File: src/rtl/stopwatch_counter.sv
// MM:SS BCD time-keeping core: run/pause FSM, 1 Hz counting with rollover,
// and 2 Hz stepping of the selected field in adjust mode.
module stopwatch_counter #(
   parameter int unsigned WRAP_MIN = 59
) (
   input  logic       clk,
   input  logic       reset,
   input  logic       tick_1hz,
   input  logic       tick_2hz,
   input  logic       pause,
   input  logic       adj,
   input  logic       sel,
   output logic [2:0] min1,
   output logic [3:0] min2,
   output logic [2:0] sec1,
   output logic [3:0] sec2,
   output logic       running,
   output logic       rollover
);

   localparam int unsigned TW = 3;
   localparam int unsigned UW = 4;
   localparam logic [TW-1:0] WRAP_TENS  = TW'(WRAP_MIN / 10);
   localparam logic [UW-1:0] WRAP_UNITS = UW'(WRAP_MIN % 10);

   typedef enum logic {
      PAUSED = 1'b0,
      RUN    = 1'b1
   } state_t;

   state_t        r_state;
   state_t        w_state_nxt;

   logic [TW-1:0] r_min1, r_sec1;
   logic [UW-1:0] r_min2, r_sec2;
   logic          r_running;
   logic          r_rollover;

   logic          w_run_tick;
   logic          w_adj_sec;
   logic          w_adj_min;
   logic          w_sec_wrap;
   logic          w_min_wrap;
   logic [TW-1:0] w_min1_inc, w_sec1_inc;
   logic [UW-1:0] w_min2_inc, w_sec2_inc;

   // Run-state register
   always_ff @(posedge clk) begin
      if (reset) r_state <= PAUSED;
      else       r_state <= w_state_nxt;
   end

   // Each pause pulse toggles; adjust mode leaves the state alone
   always_comb begin
      w_state_nxt = r_state;
      if (pause) w_state_nxt = (r_state == RUN) ? PAUSED : RUN;
   end

   // Decode which tick acts this cycle, judged against the current state
   always_comb begin
      w_run_tick = 1'b0;
      w_adj_sec  = 1'b0;
      w_adj_min  = 1'b0;
      if (adj) begin
         w_adj_sec = tick_2hz & sel;
         w_adj_min = tick_2hz & ~sel;
      end else begin
         w_run_tick = tick_1hz & (r_state == RUN);
      end
   end

   // Per-field BCD incrementers with wrap
   always_comb begin
      w_sec_wrap = (r_sec1 == 3'd5) && (r_sec2 == 4'd9);
      w_min_wrap = (r_min1 == WRAP_TENS) && (r_min2 == WRAP_UNITS);
      w_sec1_inc = r_sec1;
      w_sec2_inc = r_sec2 + 4'd1;
      if (r_sec2 == 4'd9) begin
         w_sec2_inc = '0;
         w_sec1_inc = (r_sec1 == 3'd5) ? '0 : r_sec1 + 3'd1;
      end
      w_min1_inc = r_min1;
      w_min2_inc = r_min2 + 4'd1;
      if (w_min_wrap) begin
         w_min1_inc = '0;
         w_min2_inc = '0;
      end else if (r_min2 == 4'd9) begin
         w_min2_inc = '0;
         w_min1_inc = r_min1 + 3'd1;
      end
   end

   // Digit registers and status outputs
   always_ff @(posedge clk) begin
      if (reset) begin
         r_min1     <= '0;
         r_min2     <= '0;
         r_sec1     <= '0;
         r_sec2     <= '0;
         r_running  <= 1'b0;
         r_rollover <= 1'b0;
      end else begin
         r_running  <= (w_state_nxt == RUN);
         r_rollover <= 1'b0;
         if (w_run_tick) begin
            r_sec1 <= w_sec1_inc;
            r_sec2 <= w_sec2_inc;
            if (w_sec_wrap) begin
               r_min1     <= w_min1_inc;
               r_min2     <= w_min2_inc;
               r_rollover <= w_min_wrap;
            end
         end else if (w_adj_sec) begin
            r_sec1 <= w_sec1_inc;
            r_sec2 <= w_sec2_inc;
         end else if (w_adj_min) begin
            r_min1 <= w_min1_inc;
            r_min2 <= w_min2_inc;
         end
      end
   end

   assign min1     = r_min1;
   assign min2     = r_min2;
   assign sec1     = r_sec1;
   assign sec2     = r_sec2;
   assign running  = r_running;
   assign rollover = r_rollover;

endmodule

File: config.mk
export PLATFORM = sky130hd
export DESIGN_NAME = stopwatch_counter
export DESIGN_NICKNAME = d
export VERILOG_FILES = /design/src/rtl/stopwatch_counter.sv
export SDC_FILE = /design/constraint.sdc
export NUM_CORES = 1
export LEC_CHECK = 0
export ABC_CLOCK_PERIOD_IN_PS = 1810
export BUFFER_PORTS_ARGS = -buffer_cell sky130_fd_sc_hd__buf_2
export CORE_MARGIN = 5
export CORE_UTILIZATION = 50
export DETAILED_ROUTE_END_ITERATION = 10
export PLACE_DENSITY = 0.76
export RECOVER_POWER = 50
export SLEW_MARGIN = 20
export SYNTH_ARGS = -nofsm -noshare
export SYNTH_HDL_FRONTEND = slang
export SYNTH_SLANG_ARGS = --single-unit
File: constraint.sdc
create_clock -name clk -period 1.81 [get_ports clk]
set_input_delay 0.0905 -clock clk [delete_from_list [all_inputs] [get_ports clk]]
set_output_delay 0.0905 -clock clk [all_outputs]
set_load 0.005 [all_outputs]
==> results of run 1 <==
[per-stage QoR]
step / area (um^2) / setup WS [ns] / hold WS, ns / instances / util [%]
global placement: 1021 / 0.2582 / 0.3355 / 145 / 59.78
detailed placement: 1021 / 0.2112 / 0.3429 / 145 / 59.78
CTS: 1044 / 0.1918 / 0.05045 / 148 / 61.10
global route: 1033 / 0.05332 / 0.05059 / 148 / 60.51
floorplan: 893.4 / 0.2964 / 0.2273 / 101 / -
finish: 1033 / 0.1858 / 0.05204 / 148 / 60.51
[synth_stat cells]
cell type | instances | area [um^2]
sky130_fd_sc_hd__and3_1 | 3 | 18.77
sky130_fd_sc_hd__or3_1 | 1 | 6.260
sky130_fd_sc_hd__o2111ai_1 | 1 | 8.760
sky130_fd_sc_hd__xnor2_1 | 2 | 17.52
sky130_fd_sc_hd__dfxtp_1 | 16 | 320.3
sky130_fd_sc_hd__o21ai_0 | 4 | 20.02
sky130_fd_sc_hd__buf_6 | 1 | 11.26
sky130_fd_sc_hd__nor3b_1 | 1 | 7.510
sky130_fd_sc_hd__o221ai_1 | 1 | 8.760
sky130_fd_sc_hd__or3b_2 | 1 | 8.760
sky130_fd_sc_hd__nor2_1 | 7 | 26.28
sky130_fd_sc_hd__a221o_1 | 2 | 20.02
sky130_fd_sc_hd__mux2i_1 | 1 | 10.01
sky130_fd_sc_hd__xor2_1 | 1 | 8.760
sky130_fd_sc_hd__o211ai_2 | 1 | 12.51
sky130_fd_sc_hd__nor3_1 | 5 | 25.02
sky130_fd_sc_hd__and4bb_2 | 1 | 12.51
sky130_fd_sc_hd__and4b_1 | 2 | 20.02
sky130_fd_sc_hd__o41ai_1 | 2 | 17.52
sky130_fd_sc_hd__ha_1 | 4 | 50.05
sky130_fd_sc_hd__nand4_1 | 2 | 12.51
sky130_fd_sc_hd__a21oi_1 | 9 | 45.04
sky130_fd_sc_hd__buf_2 | 2 | 10.01
sky130_fd_sc_hd__mux2_4 | 1 | 15.01
sky130_fd_sc_hd__clkbuf_1 | 2 | 7.510
sky130_fd_sc_hd__nand2b_1 | 2 | 12.51
sky130_fd_sc_hd__nand3_1 | 2 | 10.01
sky130_fd_sc_hd__and3b_1 | 3 | 26.28
sky130_fd_sc_hd__o211ai_1 | 3 | 22.52
sky130_fd_sc_hd__and2_1 | 1 | 6.260
sky130_fd_sc_hd__o22ai_1 | 1 | 6.260
sky130_fd_sc_hd__or3b_1 | 1 | 8.760
sky130_fd_sc_hd__nor2b_1 | 1 | 6.260
sky130_fd_sc_hd__and4bb_4 | 1 | 16.27
sky130_fd_sc_hd__inv_1 | 6 | 22.52
sky130_fd_sc_hd__o21a_1 | 1 | 7.510
sky130_fd_sc_hd__o21ai_2 | 1 | 8.760
sky130_fd_sc_hd__nand2_1 | 5 | 18.77
[path summary, 6_finish.rpt]
path	from	endpoint	slack, ns	cells past startpoint
max	sec2[2]$_SDFFE_PP0P_	min2[2]$_SDFFE_PP0P_	0.19	4
min	pause	running$_SDFFE_PP0P_	0.05	3
max reg2reg	sec2[2]$_SDFFE_PP0P_	min2[2]$_SDFFE_PP0P_	0.19	4
min reg2reg	min2[3]$_SDFFE_PP0P_	min2[3]$_SDFFE_PP0P_	0.51	2
[worst register-to-register path, stage by stage, from the launching register on]
cell	delay, ns
sky130_fd_sc_hd__dfxtp_1	0.36
sky130_fd_sc_hd__and4bb_4	0.39
sky130_fd_sc_hd__and4b_1	0.36
sky130_fd_sc_hd__o21ai_2	0.11
sky130_fd_sc_hd__mux2_4	0.30
[power by group]
| group | switching [mW] | leakage, nW | internal [mW] |
|---|---|---|---|
| combinational | 0.0260 | 0.285 | 0.0211 |
| sequential | 0.00899 | 0.129 | 0.358 |
| clock | 0.104 | 0.0138 | 0.0772 |
| total | 0.139 | 0.428 | 0.456 |
[logic make-up after synthesis]
family	Yosys count	share of synthesized area, %
adders and majority gates	4	5.602
DFF	16	35.85
xor gates and xnor gates	3	2.942
buffers and inverters	11	5.742
AOI/OAI and AO/OA	26	19.89
muxes	2	2.801
and+or+nand+nor	39	27.17
[final cells by class]
cell class	instances	share of cell area, %
timing repair buffer	24	11.14
clock buffer	3	2.179
inverter	6	2.179
multi-input combinational	74	50.48
sequential	16	30.99
tap	25	3.027
[state kept, by name (all words and copies together), names as in the netlist]
register  count
sec1          3
sec2          4
rollover      1
min1          3
min2          4
running       1
[per-layer routing]
metal | routed length, um | vias up
met3 | 91 | 4
met2 | 827 | 24
met4 | 36 | 0
met1 | 896 | 376
li1 | - | 419
met5 | 0 | -
==> impl_metrics.csv, run 1 <==
group,metric,value,unit
routing,via_count,823,
global_route,grt_busiest_layer,"met2",
routing,detail_route.vias_per_cell,5.561,
cts,cts-hold-fix-buffers,0,
worst_setup_path,critical_path.top_delay_family,"simple AND/OR/NAND/NOR gates",
cts,clk_path_buf_depth,2,
worst_setup_path,critPathArrivalTime,1.80,ns
die,die_width,52.27,um
layout,multi_input_comb_area,521.8,um^2
pwr,vdd.ir_drop.worst,0.4886,mV
global_route,vias_in_the_first_global_route,665,
pwr,power_density,576.3,nW/um^2
timing,max_freq,615.7,MHz
worst_setup_path,worstSetupEndpointType,"register",
worst_setup_path,worst_setup_path_start_kind,"register",
cts,ctsHtreeMaxLevel,1,
layout,layout.cells.most_common_list,"sky130_fd_sc_hd__buf_2, sky130_fd_sc_hd__dfxtp_1, sky130_fd_sc_hd__a21oi_1, sky130_fd_sc_hd__nor2_1",
routing,detail_route.drc_violations,0,
routing,drt_iter0_drc,12,
worst_setup_path,top_fanout_value_on_the_critical_path,8,
cts,clkSinkCount,16,
synth,ys_seq_area_share,35.85,%
global_route,grt_use_met1,19.58,%
pwr,power.total,595.6,uW
layout,layout_commonest_cell,"sky130_fd_sc_hd__buf_2",
timing,fin_tns_setup,0,ns
synth,ys_ff_latch,16,
die,core,1708,um^2
worst_setup_path,cp_data_required_time,1.99,ns
synth,postSynthNetCount,112,
timing,final_setup_viols,0,
synth,yosysWarningCount,0,
layout,antennaDiodeCount,0,
die,num_rows,15,
worst_setup_path,critPathMaxStageDelay,0.39,ns
cts,cts_made_buffers,3,
cts,post-cts-setup-buffers,0,
timing,period_minus_slack,1.624,ns
hold_path,worst_hold_path_type,"input pin to register",
routing,drt_pre_antenna_iters,4,
global_route,grt_start_max_net_pins,21,
pwr,power_leakage,0.4285,nW
layout,fill_cells,170,
global_route,global_route_wire_length_before_repair,3015,um
cts,cts_tree,"yes",
cts,cts_clk_pin_slew_worst_paths,0.08,ns
placed_design,gp_routability_congestion,0.7847,
timing,final.setup_skew,0.002253,ns
worst_setup_path,critical_path_class,"register to register",
layout,flow.area_growth_from_synthesis,15.69,%
layout,seq_area,320.3,um^2
outcome,outcome,"finished clean",
routing,drt-total-wl,1852,um
cts,clock_latency_of_the_later_clocked_register_in_the_worst_skew_pair,0.28,ns
synth,syn_avg_cell_area,8.845,um^2
timing,hold_viol_final,0,
worst_setup_path,worstPathCellList,"and4bb_4 > and4b_1 > o21ai_2 > mux2_4",
placed_design,portBuffers,22,
die,initial_utilization,52.31,%
die,pin_count,23,
timing,worst_slew_pin_slew,0.3795,ns
synth,netlist_instances,101,
synth,synth_cell_type_count,38,
global_route,grt.total_usage,14.91,%
global_route,grt_antenna_before_repair,0,
layout,post_route_cells_drive_above_1_share,21.95,%
cts,cts_repair_resize_count,0,
global_route,use_met3,2.849,%
timing,relSlewSlack,74.70,%
die,fp.dieH,52.27,um
routing,route.antenna.remaining_nets,0,
global_route,grt.overflow.total,0,
timing,final_max_slew_viol_count,0,
cts,clock-root-buffer,"sky130_fd_sc_hd__clkbuf_4",
synth,netlist_area,893.4,um^2
routing,detail_route.wl_per_cell,12.51,um
global_route,met2_usage,22.38,%
flow_run,cap_viol_max_count,0,
timing,final_cycle_utilization_of_the_critical_path,89.74,%
worst_setup_path,crit_slowest_cell,"sky130_fd_sc_hd__and4bb_4",
worst_setup_path,timing.critical_path.buf_inv,0,
die,fp.dieArea,2732,um^2
layout,finalNetCount,136,
timing,rsz_0062_raised_after_global_routing,"false",
placed_design,dp.final_hpwl,1406,um
Power figures use the tool's default switching activity.
==> inputs of run 2 (changes only) <==
- BUFFER_PORTS_ARGS: -buffer_cell sky130_fd_sc_hd__buf_2 -> -buffer_cell sky130_fd_sc_hd__clkbuf_2
==> run 2 against run 1 <==
Effect of this change:
- critical path depth is the same
- register-to-register slack is essentially flat
- die area is the same
- cell count is the same
- largest power group unchanged
- global-route usage shrank 0.62 points
- sequential power is essentially flat
==> impl_metrics.csv, run 2 (same netlist as run 1, synthesis figures left out) <==
group,metric,value,unit
die,fp.dieArea,2732,um^2
cts,cts_made_buffers,3,
routing,drt-total-wl,1821,um
pwr,power_density,573.0,nW/um^2
timing,rsz_0062_raised_after_global_routing,"false",
cts,cts-hold-fix-buffers,0,
outcome,outcome,"finished clean",
global_route,global_route_wire_length_before_repair,2891,um
timing,final_max_slew_viol_count,0,
timing,fin_worst_hold_slack,0.05159,ns
worst_setup_path,critPathArrivalTime,1.80,ns
timing,max_freq,616.1,MHz
worst_setup_path,timing.critical_path.buf_inv,0,
layout,layout.cells.most_common_list,"sky130_fd_sc_hd__clkbuf_2, sky130_fd_sc_hd__dfxtp_1, sky130_fd_sc_hd__a21oi_1, sky130_fd_sc_hd__nor2_1",
die,core,1708,um^2
timing,period_minus_slack,1.623,ns
timing,final_cycle_utilization_of_the_critical_path,89.67,%
worst_setup_path,worstPathCellList,"and4bb_4 > and4b_1 > o21ai_2 > mux2_4",
die,pin_count,23,
layout,antennaDiodeCount,0,
pwr,vdd.ir_drop.worst,0.3915,mV
routing,detail_route.vias_per_cell,5.541,
layout,flow.area_growth_from_synthesis,15.69,%
pwr,power.total,592.2,uW
routing,detail_route.wl_per_cell,12.30,um
global_route,grt.total_usage,14.29,%
worst_setup_path,worst_setup_path_start_kind,"register",
placed_design,detailed_place.area,1021,um^2
worst_setup_path,worstSetupEndpointType,"register",
routing,drt_pre_antenna_iters,5,
timing,final_setup_viols,0,
die,num_rows,15,
layout,post_route_cells_drive_above_1_share,21.95,%
cts,cts_clk_pin_slew_worst_paths,0.08,ns
layout,layout_commonest_cell,"sky130_fd_sc_hd__clkbuf_2",
cts,clk_path_buf_depth,2,
timing,hold_viol_final,0,
cts,clock-root-buffer,"sky130_fd_sc_hd__clkbuf_4",
worst_setup_path,startpoint,"sec2[2]$_SDFFE_PP0P_",
placed_design,gp_routability_congestion,0.7812,
global_route,vias_in_the_first_global_route,665,
cts,cts_tree,"yes",
cts,ctsHtreeMaxLevel,1,
worst_setup_path,critPathMaxStageDelay,0.38,ns
timing,fin_tns_setup,0,ns
worst_setup_path,top_fanout_value_on_the_critical_path,8,
layout,area_of_all_placed_cells_without_fillers,1033,um^2
worst_setup_path,critical_path.top_delay_family,"simple AND/OR/NAND/NOR gates",
layout,finalNetCount,136,
routing,via_count,820,
placed_design,portBuffers,22,
worst_setup_path,cell_depth_of_the_worst_setup_path,4,
worst_setup_path,cp_data_required_time,1.99,ns
routing,detail_route.drc_violations,0,
worst_setup_path,critical_path.reg2reg.startpoint,"sec2[2]$_SDFFE_PP0P_",
die,die_width,52.27,um
worst_setup_path,worst-r2r-cell-count,4,
timing,worst_slew_pin_slew,0.3933,ns
worst_setup_path,crit_slowest_cell,"sky130_fd_sc_hd__and4bb_4",
cts,clkSinkCount,16,
die,initial_utilization,52.31,%
placed_design,dp.final_hpwl,1378,um
timing,relSlewSlack,73.78,%
worst_setup_path,critical_path_class,"register to register",
routing,route.antenna.remaining_nets,0,
global_route,grt_start_max_net_pins,21,
global_route,grt_antenna_before_repair,0,
hold_path,timing.hold.worst.start,"pause",
cts,clock_latency_of_the_later_clocked_register_in_the_worst_skew_pair,0.28,ns
die,fp.dieH,52.27,um
cts,cts_repair_resize_count,0,
hold_path,hold-path-cell-count,3,
timing,final.setup_skew,0.001770,ns
routing,drt_iter0_drc,13,
pwr,power_leakage,0.4197,nW
flow_run,cap_viol_max_count,0,
cts,post-cts-setup-buffers,0,
global_route,grt.overflow.total,0,
hold_path,worst_hold_path_type,"input pin to register",
## run 2: area by class of cell
cell class | count | area (um^2)
Inverter | 6 | 22.52
Timing Repair Buffer | 24 | 115.1
Clock buffer | 3 | 22.52
Tap cell | 25 | 31.28
Sequential cell | 16 | 320.3
Multi-Input combinational cell | 74 | 521.8
Fill cell | 148 | 674.4
## run 2: path summary, 6_finish.rpt
path / endpoint / slack (ns)
min: running$_SDFFE_PP0P_ / 0.05
max reg2reg: min2[2]$_SDFFE_PP0P_ / 0.19
min reg2reg: min1[1]$_SDFFE_PP0P_ / 0.51
max: min2[2]$_SDFFE_PP0P_ / 0.19
## run 2: routing by layer
metal	vias to the layer above	track usage (%)	share of wire, %
li1	417	-	-
met1	379	18.62	47
met2	17	21.34	45
met3	7	2.849	4.6
met4	0	8.936	2.9
met5	-	0	0
## run 2: power by group
part | switching (mW) | internal, mW
Clock | 0.101 | 0.0772
Sequential | 0.00873 | 0.358
Combinational | 0.0256 | 0.0216
Total | 0.135 | 0.457
## run 2: tightest hold or removal path: cells and delay by family
| kind | cells | cell delay [ns] |
|---|---|---|
| xor gates and xnor gates | 1 | 0.05 |
| buffers and inverters | 1 | 0.08 |
| and+or+nand+nor | 1 | 0.07 |
## run 2: through the flow
stage          setup slack (ns)  std cells  utilization [%]
6_report                 0.1870        148            60.51
5_1_grt                 0.05575        148            60.51
3_3_place_gp             0.2535        145            59.78
3_5_place_dp             0.2193        145            59.78
4_1_cts                  0.1987        148            61.10
2_1_floorplan            0.2964        101                -
